### src/rtl/vec_mode_unit.sv
// rtl/vec_mode_unit.sv - handshaked lane-wise vector transform unit (optional rotate modes: VEC_MODE_ROTATE_EN)
module vec_mode_unit #(
   parameter int LANES = 4,
   parameter int WIDTH = 8
) (
   input  logic                     clk,
   input  logic                     reset,
   input  logic                     in_valid,
   output logic                     in_ready,
   input  logic [2:0]               in_mode,
   input  logic [WIDTH-1:0]         in_key,
   input  logic [LANES*WIDTH-1:0]   in_a,
   input  logic [LANES*WIDTH-1:0]   in_b,
   output logic                     out_valid,
   input  logic                     out_ready,
   output logic [LANES*WIDTH-1:0]   out_data,
   output logic                     out_err,
   output logic                     busy
);

   localparam int SHW = $clog2(WIDTH);
   localparam logic [2:0] MODE_MUL = 3'd5;
   localparam logic [SHW-1:0] CNT_LAST = SHW'(WIDTH - 1);

   typedef enum logic [1:0] {
      IDLE = 2'd0,
      MUL  = 2'd1,
      DONE = 2'd2
   } state_t;

   state_t state_q, state_d;

   logic                   accept;
   logic [LANES*WIDTH-1:0] a_q, b_q, acc_q;
   logic [SHW-1:0]         cnt_q;
   logic [LANES*WIDTH-1:0] single_res;
   logic                   single_err;
   logic [LANES*WIDTH-1:0] mul_next;

   // One lane of a single-cycle mode; MSB of the return value flags an illegal mode.
   function automatic logic [WIDTH:0] lane_op(input logic [2:0] mode,
                                              input logic [WIDTH-1:0] a,
                                              input logic [WIDTH-1:0] b,
                                              input logic [WIDTH-1:0] key);
      logic [SHW-1:0]     sh;
      logic [2*WIDTH-1:0] dbl;
      sh  = key[SHW-1:0];
      dbl = {a, a};
      lane_op = {1'b1, a};
      case (mode)
         3'd0: lane_op = {1'b0, a ^ b};
         3'd1: lane_op = {1'b0, a >> sh};
         3'd2: lane_op = {1'b0, a << sh};
         3'd3: lane_op = {1'b0, a + key};
         3'd4: lane_op = {1'b0, a - key};
         3'd5: lane_op = {1'b0, a};
`ifdef VEC_MODE_ROTATE_EN
         3'd6: begin
            dbl = dbl >> sh;
            lane_op = {1'b0, dbl[WIDTH-1:0]};
         end
         3'd7: begin
            dbl = dbl << sh;
            lane_op = {1'b0, dbl[2*WIDTH-1:WIDTH]};
         end
`endif
         default: lane_op = {1'b1, a};
      endcase
   endfunction

   // Single-cycle result computed straight from the incoming operands so it can be registered on the accept edge.
   always_comb begin
      logic [WIDTH:0] r;
      single_res = '0;
      single_err = 1'b0;
      r = '0;
      for (int i = 0; i < LANES; i++) begin
         r = lane_op(in_mode, in_a[i*WIDTH +: WIDTH], in_b[i*WIDTH +: WIDTH], in_key);
         single_res[i*WIDTH +: WIDTH] = r[WIDTH-1:0];
         single_err = single_err | r[WIDTH];
      end
   end

   // One shift-add step per lane: add a<<cnt when bit cnt of b is set, truncated to the lane.
   always_comb begin
      mul_next = '0;
      for (int i = 0; i < LANES; i++) begin
         if (b_q[i*WIDTH + int'(cnt_q)])
            mul_next[i*WIDTH +: WIDTH] = acc_q[i*WIDTH +: WIDTH] + (a_q[i*WIDTH +: WIDTH] << cnt_q);
         else
            mul_next[i*WIDTH +: WIDTH] = acc_q[i*WIDTH +: WIDTH];
      end
   end

   // State register.
   always_ff @(posedge clk) begin
      if (reset)
         state_q <= IDLE;
      else
         state_q <= state_d;
   end

   // Next-state and handshake outputs; a result leaving DONE can be replaced by a new accept in the same cycle.
   always_comb begin
      state_d   = state_q;
      in_ready  = 1'b0;
      out_valid = 1'b0;
      busy      = (state_q != IDLE);
      case (state_q)
         IDLE: begin
            in_ready = 1'b1;
            if (in_valid)
               state_d = (in_mode == MODE_MUL) ? MUL : DONE;
         end
         MUL: begin
            if (cnt_q == CNT_LAST)
               state_d = DONE;
         end
         DONE: begin
            out_valid = 1'b1;
            if (out_ready) begin
               in_ready = 1'b1;
               if (in_valid)
                  state_d = (in_mode == MODE_MUL) ? MUL : DONE;
               else
                  state_d = IDLE;
            end
         end
         default: state_d = IDLE;
      endcase
   end

   assign accept = in_valid && in_ready;

   // Operand capture, multiply iteration and result registers; results only move on entry to DONE.
   always_ff @(posedge clk) begin
      if (reset) begin
         a_q      <= '0;
         b_q      <= '0;
         acc_q    <= '0;
         cnt_q    <= '0;
         out_data <= '0;
         out_err  <= 1'b0;
      end else if (accept) begin
         a_q   <= in_a;
         b_q   <= in_b;
         acc_q <= '0;
         cnt_q <= '0;
         if (in_mode != MODE_MUL) begin
            out_data <= single_res;
            out_err  <= single_err;
         end
      end else if (state_q == MUL) begin
         acc_q <= mul_next;
         cnt_q <= cnt_q + 1'b1;
         if (cnt_q == CNT_LAST) begin
            out_data <= mul_next;
            out_err  <= 1'b0;
         end
      end
   end

endmodule

### config.mk
export PLATFORM = sky130hd
export DESIGN_NAME = vec_mode_unit
export DESIGN_NICKNAME = d
export VERILOG_FILES = /design/src/rtl/vec_mode_unit.sv
export SDC_FILE = /design/constraint.sdc
export NUM_CORES = 1
export LEC_CHECK = 0
export CORE_ASPECT_RATIO = 0.9
export CORE_MARGIN = 8
export CORE_UTILIZATION = 50
export DETAILED_ROUTE_END_ITERATION = 16
export PLACE_DENSITY_LB_ADDON = 0.08
export RECOVER_POWER = 50
export SYNTH_ARGS = -nofsm -noshare
export SYNTH_HDL_FRONTEND = slang
export SYNTH_SLANG_ARGS = --single-unit
### constraint.sdc
create_clock -name clk -period 6.5 [get_ports clk]
set_clock_uncertainty 0.15 [all_clocks]
set_input_delay 0.975 -clock clk [delete_from_list [all_inputs] [get_ports clk]]
set_output_delay 0.975 -clock clk [all_outputs]
set_load 0.02 [all_outputs]
## Word level (Yosys, flattened, before mapping)

Index checks and enable logic that the tools add are counted.

- Add/subtract/negate cells: 16
- $lt $le $gt $ge: 4
- Eq/ne operators: 13
- Shifts and indexed selects: 12
- Muxes and demuxes: 36
- Bitwise operators: 7
- Reduce and logical (&&, ||, !) cells: 9

Operators with widths:

| cell | number |
|---|---|
| $pmux 9 s6 | 4 |
| $mux 32 | 4 |
| $add 8x8->8 | 8 |
| $shl 8x3->8 | 8 |
| $mux 8 | 4 |
| $shr 8x3->8 | 4 |
| $sub 8x8->8 | 4 |
| $xor 8x8->8 | 4 |
| $bmux 1 s5 | 3 |
| $mux 1 | 13 |
| $add 5x3->6 const A | 2 |
| $lt 6x6->1 const B | 2 |
| $mux 2 | 5 |
| $eq 3x3->1 const B | 3 |
| $eq 3x2->1 const B | 2 |
| $lt 3x6->1 const B | 1 |
| $lt 5x6->1 const B | 1 |
| $ne 2x2->1 const B | 3 |
| $pmux 2 s3 | 1 |
| $reduce_and 3->1 | 2 |
| $reduce_bool 2->1 | 3 |
| $add 4x3->5 const A | 1 |
| $add 3x1->3 const B | 1 |
| $bmux 1 s3 | 1 |
| other kinds (11) | 13 |

- Register bits after elaboration: 134
- Bits of input ports: 79
- Logic and storage cells: 104

## Depth between registers and ports, before layout

Gate-level depths: netlist of run 1.

- Depth after elaboration: 8
- Depth in mapped cells: 17
- Mapped depth without buffers: 14

## Worst setup path before layout of run 1

OpenSTA, ideal clock, no wires.

- Path type: input port to flip-flop
- Start point: in in_key[1]
- End point: reg out_data[14]
- Library setup time: 0.120 ns
- Arrival time: 3.877 ns
- Data required time: 6.230 ns
- Setup slack: 2.353 ns
- Cell stages on the path: 14
- Path buffers: 3
- Cell sequence: clkbuf_1 -> inv_2 -> buf_1 -> ha_1 -> mux2i_2 -> buf_4 -> xnor2_1 -> ha_1 -> a211oi_1 -> o41ai_2 -> maj3_1 -> maj3_1 -> mux2i_1 -> a21oi_1

- Longest elaborated chain between the ends: 4

Ends and longest elaborated chain:

| what | line | text |
|---|---|---|
| from (decl) | 11 | `input logic [WIDTH-1:0] in_key,` |
| $sub 8x8->8 (tied with other cells) | 55 | `3'd4: lane_op = {1'b0, a - key};` |
| $pmux 9 s6 * | 50 | `case (mode)` |
| $mux 32 * | 149 | `if (in_mode != MODE_MUL) begin` |
| $mux 32 * | 144 | `end else if (accept) begin` |
| to (signal assigned) | 150 | `out_data <= single_res;` |
| to (signal assigned) | 157 | `out_data <= mul_next;` |
| to (decl) | 16 | `output logic [LANES*WIDTH-1:0] out_data,` |

Every way passes the cells marked *; elsewhere a longest branch is shown, timed or not. The select of a mux whose other input is x is not followed.
A chain may end at the register's enable or synchronous reset.

## Worst setup path in the final report of run 1

- Start point: in out_ready
- End point: reg out_data[10]

- Longest elaborated chain between the ends: 5

Ends and longest elaborated chain:

| what | line | text |
|---|---|---|
| from (decl) | 15 | `input logic out_ready,` |
| $mux 1 * | 121 | `if (out_ready) begin` |
| $pmux 1 s2 * | 109 | `case (state_q)` |
| $logic_and 1x1->1 * | 133 | `assign accept = in_valid && in_ready;` |
| $ne 2x1->1 (no line) or $reduce_bool 2->1 (tied branches) | n/a |  |
| $reduce_and 3->1 (no line) | n/a |  |

Every way passes the cells marked *; elsewhere a longest branch is shown, timed or not.

==> key figures, run 1 <==
Run status
  • Status: finished, violations left
  • Failing checks: capacitance limit, slew limit

Route
  • Vias: 12800
  • Post-route ant nets: 0
  • Wire per inst: 24.4 um
  • Vias/cell: 6.51
  • Drt first pass iters: 6
  • Final WL: 48.1 mm
  • Number of remaining DRC errors: 0
  • Iter 0 DRT Violations: ~1600

Final layout
  • Area grow syn2layout: 15.2%
  • Reg area: 2690 um2
  • Fillers: 2230
  • Most frequent cells in the layout: nand2_1, a21oi_1, nor2_1, dfxtp_1, mux2i_1
  • Commonest non-fill, non-tap cell in the layout: nand2_1
  • Layout cells sized above 1: 6.91%
  • Final instance area: 13600 um2
  • Multi-input combinational cell area: 8460 um2
  • Final #Nets: between 1500 and 2000

Synthesis
  • #FFs+latches synth: 134
  • Synth Area in Compound Gates: 26.5%
  • Post-Synthesis Cells: 1624
  • Synth top area share: 22.6%
  • Ranking of synthesized cells by area: dfxtp_1, a21oi_1, mux2i_1
  • Simple-gate share of the synthesized area: 20.2%
  • Synth Area in XOR/XNOR: roughly 5.3%
  • Mux share of post-synthesis cell area: 12.3%
  • Mean Syn Cell Area: around 7.3 um2
  • Post-synth EDFFs: 0
  • Main combinational cell family by area after synthesis: compound AO/OA/AOI/OAI gates
  • Adder-Cell Fraction of Synth Area: 6.98%
  • Top FF cell, synth: dfxtp_1
  • Seq/Total Area, Yosys: 22.6%
  • Async S/R FF share, synth: 0%
  • Synth Cell Area: 11800 um2
  • Yosys warns: 0
  • Leading area contributor after synthesis: dfxtp_1
  • Post-Syn Nets: 1755
  • Netlist cell types: 83

Timing
  • Worst hold slack: 0.303 ns
  • Fin crit share: 77.7%
  • Final-report hold violation count: 0
  • Slew @ Worst Pin: 2.53 ns
  • Max Fclk: 0.198 GHz
  • Post-route setup slack: 1.45 ns
  • Slew headroom: -69.0%
  • Max-slew violations: 80
  • Final setup TNS: 0 ns
  • Setup violators final: 0
  • RSZ-0062 raised after global routing: no
  • Post-layout min period: 5.05 ns

Critical path
  • Critical Path AT: 5.26 ns
  • Worst setup path start: out_ready
  • WS Path Type: in2reg
  • CP required: 6.70 ns
  • Worst Reg2Reg Path Length in Cells: 9
  • End of the critical path: out_data[10]$_SDFFE_PP0P_
  • Reg2reg setup slack: a little over 2 ns
  • Startpoint Class: input pin
  • R2R Path Start: state_q[1]$_SDFFE_PP0P_
  • Worst Path Max Fanout: 43
  • CP Capture Type: flip-flop
  • FF-to-FF End: out_data[10]$_SDFFE_PP0P_

Clock network
  • Clock latency on the worst-skew pair: 0.43 ns
  • Reg clk slew, reported paths: 0.07 ns
  • Htree depth: 4
  • TritonCTS Buffers: 17
  • Total clock sinks: 134
  • CTS Buffer Depth: 2
  • CTS resizes: 0
  • CTS tree: yes
  • Cts hold-fix bufs: 0
  • Post-CTS setup repair buffer count: 0
  • Root Driver: clkbuf_16

Placement
  • Place WS: 1.37 ns
  • Port Buffers: between 100 and 150
  • Post-DP HPWL: 35.4 mm
  • Placed cell area: 13100 um2
  • GP Congestion: 0.956

Die
  • Die height: 162 um
  • Die X: 178 um
  • Initial Util: 50.7%
  • Die ar.: between 20000 and 30000 um2
  • Row cnt: 53
  • Core box area: 23300 um2
  • I/O pin total: approximately 120

Power and ir drop
  • Clock power frac: 36.6%
  • Int Pwr: ~1700 uW
  • Total power: between 2000 and 3000 uW
  • Pleak: roughly 0.0053 uW
  • Switch share: 35.5%
  • NetSw: about 960 uW
  • Peak VDD IR: between 0.1 and 0.15 mV
  • PwrDens: 198 nW/um2
  • Register share of total power: approximately a third
  • Combinational power share: 29.8%

Global route
  • GRT Util Overall: 32.8%
  • Largest net degree at the start of global routing: 79
  • Initial antenna violation count: 3
  • First-pass GRT wire length: 72.2 mm
  • Vias in the first global route: 12000
  • GRT overflow: 0

Hold path
  • Worst Hold Class: reg2reg
  • Hold Path Depth: 2

Run
  • Max-cap violation count: 2
## how the worst min path moves through the flow
stage,to,slack (ns),startpoint
after floorplan,b_q[10]$_SDFFE_PP0P_,0.28,b_q[10]$_SDFFE_PP0P_
after global placement,out_data[2]$_SDFFE_PP0P_,0.29,out_data[2]$_SDFFE_PP0P_
after detailed placement,b_q[26]$_SDFFE_PP0P_,0.29,b_q[26]$_SDFFE_PP0P_
after CTS,b_q[26]$_SDFFE_PP0P_,0.30,b_q[26]$_SDFFE_PP0P_
after global routing,b_q[23]$_SDFFE_PP0P_,0.32,b_q[23]$_SDFFE_PP0P_
final,b_q[26]$_SDFFE_PP0P_,0.30,b_q[26]$_SDFFE_PP0P_
## final cells by class
type | count | area share (%)
antenna | 1 | 0.0183
timing repair buffer | 144 | 9.87
multi-input combinational | 1304 | 62.0
inverter | 52 | 1.43
clock buffer | 17 | 3.12
clock inverter | 14 | 1.12
tap | 302 | 2.77
sequential | 134 | 19.7
## per-stage QoR
stage,std cells,utilization [%]
after floorplan,1624,-
after global placement,1936,56.0
after detailed placement,1936,56.0
after CTS,1967,58.5
after global routing,1967,58.4
final,1968,58.4
## synthesized netlist by cell type (all sizes together) (15+ instances only)
cell / instances
a21oi: 183
mux4: 16
clkbuf: 99
a31oi: 20
mux2i: 91
nor2: 180
o211ai: 23
mux2: 16
o21ai: 90
nand3: 28
dfxtp: 134
o221ai: 16
inv: 51
nor3: 25
a211oi: 38
buf: 35
xor2: 25
xnor2: 47
nand2: 240
ha: 48
o22ai: 15
## power groups by stage
stage          Combinational [uW]  Clock, uW  Sequential (uW)
2_1_floorplan                 496          0              925
3_3_place_gp                  784          0              919
3_5_place_dp                  787          0              920
4_1_cts                       791        988              902
5_1_grt                       857       1030              906
6_report                      804        987              903
## critical path, cell delays in order
cell           delay, ns
dlygate4sd3_1       0.58
o211ai_1            0.39
clkbuf_1            1.84
buf_4               0.65
a31oi_1             0.07
o21ai_0             0.11
a211oi_1            0.09
a221o_1             0.35
a21oi_1             0.14
## registers in the layout, indices dropped and copies added (netlist names)
signal,flops
acc_q,32
out_data,32
b_q,32
cnt_q,3
state_q,2
a_q,32
out_err,1
## layer usage
metal | up-vias | routed length (um) | part of all wire [%] | GRT usage (%)
li1 | 5900 | - | - | -
met1 | 5995 | 19700 | 41 | 43.7
met2 | 754 | 21000 | 44 | 50.6
met3 | 155 | 5070 | 11 | 5.55
met4 | 4 | 2280 | 4.7 | 15.9
met5 | - | 26 | 0.054 | 0
## kinds of logic (layout without fill, tap and decap cells)
logic type      Yosys count  after routing
flops                   134            134
xor+xnor                 72             72
buf+inv                 186            227
compound gates          489            489
other cells               0              1
simple gates            554            554
fa+ha+maj                66             66
mux                     123            123
Power figures use the tool's default switching activity.
==> run 2: changes to the inputs <==
==> constraint.sdc (replaced) <==
create_clock -name clk -period 5.2 [get_ports clk]
set_clock_uncertainty 0.15 [all_clocks]
set_input_delay 0.78 -clock clk [delete_from_list [all_inputs] [get_ports clk]]
set_output_delay 0.78 -clock clk [all_outputs]
set_load 0.02 [all_outputs]
==> run 2 against run 1 <==
- the run still ends with capacitance limit, slew limit left
- die area unchanged
- worst setup slack got worse by 0.71 ns
- power increased by 26%
- sequential power increased by 25%
- critical endpoint is now out_data[8]$_SDFFE_PP0P_
- combinational power increased by 26%
- critical path type unchanged
- largest power group unchanged
- utilization increased by 0.47 points
- largest cell class unchanged
- worst hold slack got worse by 0.0025 ns
==> key figures, run 2 (same netlist as run 1, synthesis figures left out) <==
Run status
  • Status: finished, violations left
  • Failing checks: capacitance limit, slew limit

Die
  • Die height: 162 um (unchanged)
  • Initial Util: 50.7% (unchanged)
  • Die ar.: 28900 um2 (unchanged)
  • I/O pin total: 115 (unchanged)
  • Row cnt: 53 (unchanged)
  • Die X: 178 um (unchanged)
  • Core box area: 23300 um2 (unchanged)

Critical path
  • Worst-path cell chain: dlygate4sd3_1 -> o211a_1 -> clkbuf_1 -> buf_4 -> nand3_1 -> o221ai_1 -> nor2_1 -> nor3_1
  • Critical path's slowest cell: clkbuf_1
  • Startpoint Class: input pin
  • Worst Reg2Reg Path Length in Cells: 8 (-1)
  • Critical Path AT: 4.65 ns (-0.61 ns)
  • R2R Path Start: state_q[1]$_SDFFE_PP0P_
  • CP Capture Type: flip-flop
  • Worst setup path start: out_ready
  • WS Path Type: in2reg
  • Worst Path Max Fanout: 37 (-14%)
  • CP required: 5.38 ns (-1.32 ns)
  • CP max stage delay: 1.12 ns (-0.72 ns)

Clock network
  • Clock latency on the worst-skew pair: 0.43 ns (about the same)
  • CTS resizes: 0 (unchanged)
  • Htree depth: 4 (unchanged)
  • TritonCTS Buffers: 17 (unchanged)
  • Cts hold-fix bufs: 0 (unchanged)
  • CTS Buffer Depth: 2 (unchanged)
  • Reg clk slew, reported paths: 0.06 ns (about the same)
  • Root Driver: clkbuf_16
  • CTS tree: yes
  • Post-CTS setup repair buffer count: 0 (unchanged)
  • Total clock sinks: 134 (unchanged)

Placement
  • GP Congestion: 0.963 (+0.67%)
  • Placed cell area: 13200 um2 (+0.84%)
  • Dpl cells: 1949 (+0.67%)
  • Place WS: 0.754 ns (-0.615 ns)
  • Post-DP HPWL: 35.1 mm (-0.94%)
  • Port Buffers: 114 (unchanged)

Global route
  • Initial antenna violation count: 3 (unchanged)
  • Largest net degree at the start of global routing: 97 (+23%)
  • GRT Util Overall: 32.1% (-0.72 points)
  • First-pass GRT wire length: 71.4 mm (-1.2%)
  • GRT overflow: 0 (unchanged)
  • Vias in the first global route: 11900 (-0.54%)

Final layout
  • Layout Cells excl Fill: 1981 (+0.66%)
  • Most frequent cells in the layout: nand2_1, a21oi_1, nor2_1, dfxtp_1, mux2i_1
  • Area grow syn2layout: 16.1%
  • Final #Nets: 1797 (+0.73%)
  • Fillers: 2266 (+1.6%)
  • Diode count: 0 (-1)
  • Final instance area: 13800 um2 (+0.81%)
  • Commonest non-fill, non-tap cell in the layout: nand2_1
  • Layout cells sized above 1: 7.62% (+0.72 points)

Timing
  • Worst hold slack: 0.300 ns (-0.00245 ns)
  • Slew headroom: -27.4% (+42 points)
  • Post-route setup slack: 0.737 ns (-0.713 ns)
  • Final-report hold violation count: 0 (unchanged)
  • Slew @ Worst Pin: 1.91 ns (-0.623 ns)
  • Max-slew violations: 122 (+53%)
  • RSZ-0062 raised after global routing: no
  • Final setup TNS: 0 ns (unchanged)
  • Post-layout min period: 4.46 ns
  • Setup violators final: 0 (unchanged)
  • Fin crit share: 85.8%
  • Max Fclk: between 0.2 and 0.25 GHz

Power and ir drop
  • Pleak: 0.00539 uW (+1.2%)
  • Peak VDD IR: 0.195 mV (+52%)
  • PwrDens: 247 nW/um2 (+25%)

Route
  • Number of remaining DRC errors: 0 (unchanged)
  • Vias: 12700 (-0.57%)
  • Vias/cell: 6.43 (-1.2%)
  • Wire per inst: 23.8 um (-2.5%)
  • Post-route ant nets: 0 (unchanged)
  • Final WL: 47.2 mm (-1.8%)
  • Drt first pass iters: 5 (-1)
  • Iter 0 DRT Violations: 1238 (-21%)

Hold path
  • Worst Hold Class: reg2reg
  • Hold Startpoint: out_data[2]$_SDFFE_PP0P_
  • Hold Path Depth: 2 (unchanged)

Run
  • Max-cap violation count: 2 (unchanged)
## run 2: changes by cell type in the layout (fill, tap and decap cells not counted), sizes merged
| cell | before | now |
|---|---|---|
| buf | 31 | 43 |
| clkinv | 10 | 4 |
| inv | 54 | 58 |
| clkbuf | 19 | 21 |
| clkdlybuf4s50 | 74 | 76 |
| clkinvlp | 0 | 2 |
| dlygate4sd3 | 37 | 35 |
| diode | 1 | 0 |
## run 2: layer usage
metal	part of all wire [%]	routed length, um	track usage [%]	vias to the layer above
met5	0.025	12	0	-
met4	3.6	1720	12.7	2
met3	9.8	4640	6.85	127
met2	44	20900	49.5	648
met1	42	19900	42.9	6021
li1	-	-	-	5937
## run 2: critical path, delay by kind of cell
kind / cells / cell delay, ns
buffers and inverters: 3 / 2.15
AOI/OAI and AO/OA: 2 / 1.34
and+or+nand+nor: 3 / 0.35
## run 2: cell type report
| class | count | area, um2 | area share [%] |
|---|---|---|---|
| Tap cell | 302 | 378 | 2.75 |
| Inverter | 52 | 195 | 1.42 |
| Timing Repair Buffer | 157 | 1440 | 10.5 |
| Sequential cell | 134 | 2690 | 19.5 |
| Multi-Input combinational cell | 1304 | 8450 | 61.4 |
| Clock inverter | 14 | 164 | 1.19 |
| Clock buffer | 18 | 439 | 3.19 |
## run 2: stage by stage
step	utilization, %	total power (uW)
2_1_floorplan	-	1780
3_3_place_gp	56.5	2130
3_5_place_dp	56.5	2140
4_1_cts	59.0	3400
5_1_grt	58.9	3530
6_report	58.9	3400
## run 2: power breakdown
group / switching (uW) / internal [uW]
Combinational: 620 / 388
Clock: 534 / 735
Sequential: 44.6 / 1080
## run 2: path summary, 6_finish.rpt
kind,end,slack (ns)
max,out_data[8]$_SDFFE_PP0P_,0.74
min,out_data[2]$_SDFFE_PP0P_,0.30
max reg2reg,out_data[8]$_SDFFE_PP0P_,1.11
min reg2reg,out_data[2]$_SDFFE_PP0P_,0.30
==> run 3: changes to the inputs <==
--- a/config.mk
+++ b/config.mk
@@ -5,9 +5,12 @@
 export SDC_FILE = /design/constraint.sdc
 export NUM_CORES = 1
 export LEC_CHECK = 0
+export CAP_MARGIN = 30
+export CELL_PAD_IN_SITES_DETAIL_PLACEMENT = 1
+export CELL_PAD_IN_SITES_GLOBAL_PLACEMENT = 2
 export CORE_ASPECT_RATIO = 0.9
 export CORE_MARGIN = 8
-export CORE_UTILIZATION = 50
+export CORE_UTILIZATION = 34
 export DETAILED_ROUTE_END_ITERATION = 16
 export PLACE_DENSITY_LB_ADDON = 0.08
 export RECOVER_POWER = 50
==> run 3 against run 2 <==
- the flow finishes with violations (capacitance limit)
- worst hold slack improved by 0.0041 ns
- worst setup slack improved by 0.38 ns
- design area increased by 2.7%
- largest cell class unchanged
- count of clock-buffer cells in the layout increased by 2
- critical path type unchanged
- global-route usage decreased by 4.5 points
- non-clock buffer count increased by 9
- clock power increased by 8%
==> key figures, run 3 (same netlist as run 1, synthesis figures left out) <==
Run status
  • Status: finished, violations left
  • Failing checks: capacitance limit

Clock network
  • CTS Buffer Depth: 2 (unchanged)
  • Reg clk slew, reported paths: 0.07 ns (about the same)
  • Htree depth: 4 (unchanged)
  • Cts hold-fix bufs: 0 (unchanged)
  • CTS tree: yes
  • Total clock sinks: 134 (unchanged)
  • Root Driver: clkbuf_16
  • Post-CTS setup repair buffer count: 0 (unchanged)
  • CTS resizes: 0 (unchanged)
  • TritonCTS Buffers: 17 (unchanged)
  • Clock latency on the worst-skew pair: 0.45 ns (+0.02 ns)

Timing
  • Setup violators final: 0 (unchanged)
  • Final-report hold violation count: 0 (unchanged)
  • RSZ-0062 raised after global routing: no
  • Fin crit share: 78.5% (-7.4 points)
  • Max-slew violations: 0 (-100%)
  • Final setup TNS: 0 ns (unchanged)
  • Slew headroom: 0.424% (+28 points)
  • Post-layout min period: 4.08 ns (-0.383 ns)
  • Slew @ Worst Pin: 1.49 ns (-0.418 ns)
  • Max Fclk: 0.245 GHz (+9.4%)

Placement
  • Post-DP HPWL: 43.1 mm (+23%)
  • Dpl cells: 2125 (+9.0%)
  • Port Buffers: 114 (unchanged)
  • GP Congestion: 0.934 (-3.0%)

Final layout
  • Most frequent cells in the layout: nand2_1, a21oi_1, nor2_1, dfxtp_1, mux2i_1
  • Layout Cells excl Fill: 2157 (+8.9%)
  • Diode count: 0 (unchanged)
  • Final #Nets: 1806 (+0.50%)
  • Commonest non-fill, non-tap cell in the layout: nand2_1
  • Layout cells sized above 1: 8.35% (+0.73 points)
  • Area grow syn2layout: 19.2%

Route
  • Wire per inst: 26.3 um (+10%)
  • Post-route ant nets: 0 (unchanged)
  • Vias: 12900 (+1.3%)
  • Number of remaining DRC errors: 0 (unchanged)
  • Iter 0 DRT Violations: 993 (-20%)
  • Final WL: 56.7 mm (+20%)
  • Vias/cell: 5.98 (-7.0%)
  • Drt first pass iters: 5 (unchanged)

Global route
  • GRT Util Overall: 27.6% (-4.5 points)
  • Largest net degree at the start of global routing: 73 (-25%)
  • Vias in the first global route: 13100 (+9.8%)
  • Initial antenna violation count: 1 (-2)
  • GRT overflow: 0 (unchanged)
  • First-pass GRT wire length: 84.5 mm (+18%)

Critical path
  • WS Path Type: in2reg
  • Worst Path Max Fanout: 33 (-11%)
  • Critical Path AT: 4.31 ns (-0.34 ns)
  • Startpoint Class: input pin
  • CP required: 5.43 ns (+0.05 ns)
  • CP Capture Type: flip-flop

Die
  • Die ar.: 41100 um2 (+42%)
  • Die X: 213 um (+19%)
  • Row cnt: 65 (+23%)
  • I/O pin total: 115 (unchanged)
  • Core box area: 34700 um2 (+49%)
  • Initial Util: 34.1% (-17 points)
  • Die height: 193 um (+19%)

Power and ir drop
  • Pleak: 0.00546 uW (+1.4%)
  • Peak VDD IR: 0.211 mV (+8.6%)
  • PwrDens: 252 nW/um2 (+1.9%)

Hold path
  • Worst Hold Class: reg2reg

Run
  • Max-cap violation count: 1 (-1)
-- run 3: cell types whose count changed in the layout (fill, tap and decap cells not counted), sizes merged --
cell,previous run,this run
bufinv,2,4
clkbuf,21,23
inv,58,52
clkinvlp,2,1
buf,43,52
clkinv,4,7
-- run 3: worst paths after layout --
kind,from,to,slack (ns),cells after the start
max,out_ready,out_data[6]$_SDFFE_PP0P_,1.12,6
min,b_q[6]$_SDFFE_PP0P_,b_q[6]$_SDFFE_PP0P_,0.30,2
max reg2reg,cnt_q[1]$_SDFFE_PP0P_,out_data[14]$_SDFFE_PP0P_,1.18,14
min reg2reg,b_q[6]$_SDFFE_PP0P_,b_q[6]$_SDFFE_PP0P_,0.30,2
-- run 3: power by group --
part	internal (uW)	switching [uW]	total [uW]
clock	840	526	1370
combinational	396	669	1070
sequential	1080	45.6	1130
total	2320	1240	3560
-- run 3: layout make-up --
cell class / count / area (um2)
fillers: 4243 / 20600
multi-input cells: 1304 / 8470
flip-flops and latches: 134 / 2690
repair buffers: 166 / 1540
well taps: 469 / 587
clock buffers: 20 / 467
inverters: 52 / 195
clock inverters: 12 / 174
-- run 3: critical path, stage by stage --
cell	delay, ns
dlygate4sd3_1	0.60
o211a_4	0.46
clkbuf_1	1.14
nand2_1	0.53
or4_1	0.64
a31oi_1	0.16
-- run 3: layer usage --
metal,vias to the layer above,GRT usage [%],routed length (um)
met3,98,5.49,3440
met4,0,10.1,1790
met1,6450,36.5,26000
met5,-,0,0
li1,5946,-,-
met2,404,44.1,25400
-- run 3: per-stage QoR --
step | total power, uW | hold slack, ns | setup WS, ns | cell area, um2 | util (%)
finish | 3560 | 0.304 | 1.12 | 14100 | 40.7
global route | 3710 | 0.321 | 0.852 | 14100 | 40.7
CTS | 3580 | 0.306 | 1.17 | 14100 | 40.7
detailed placement | 2210 | 0.298 | 0.757 | 13500 | 38.9
global placement | 2190 | 0.289 | 0.809 | 13500 | 38.8
floorplan | 1780 | 0.283 | 1.25 | 11800 | -
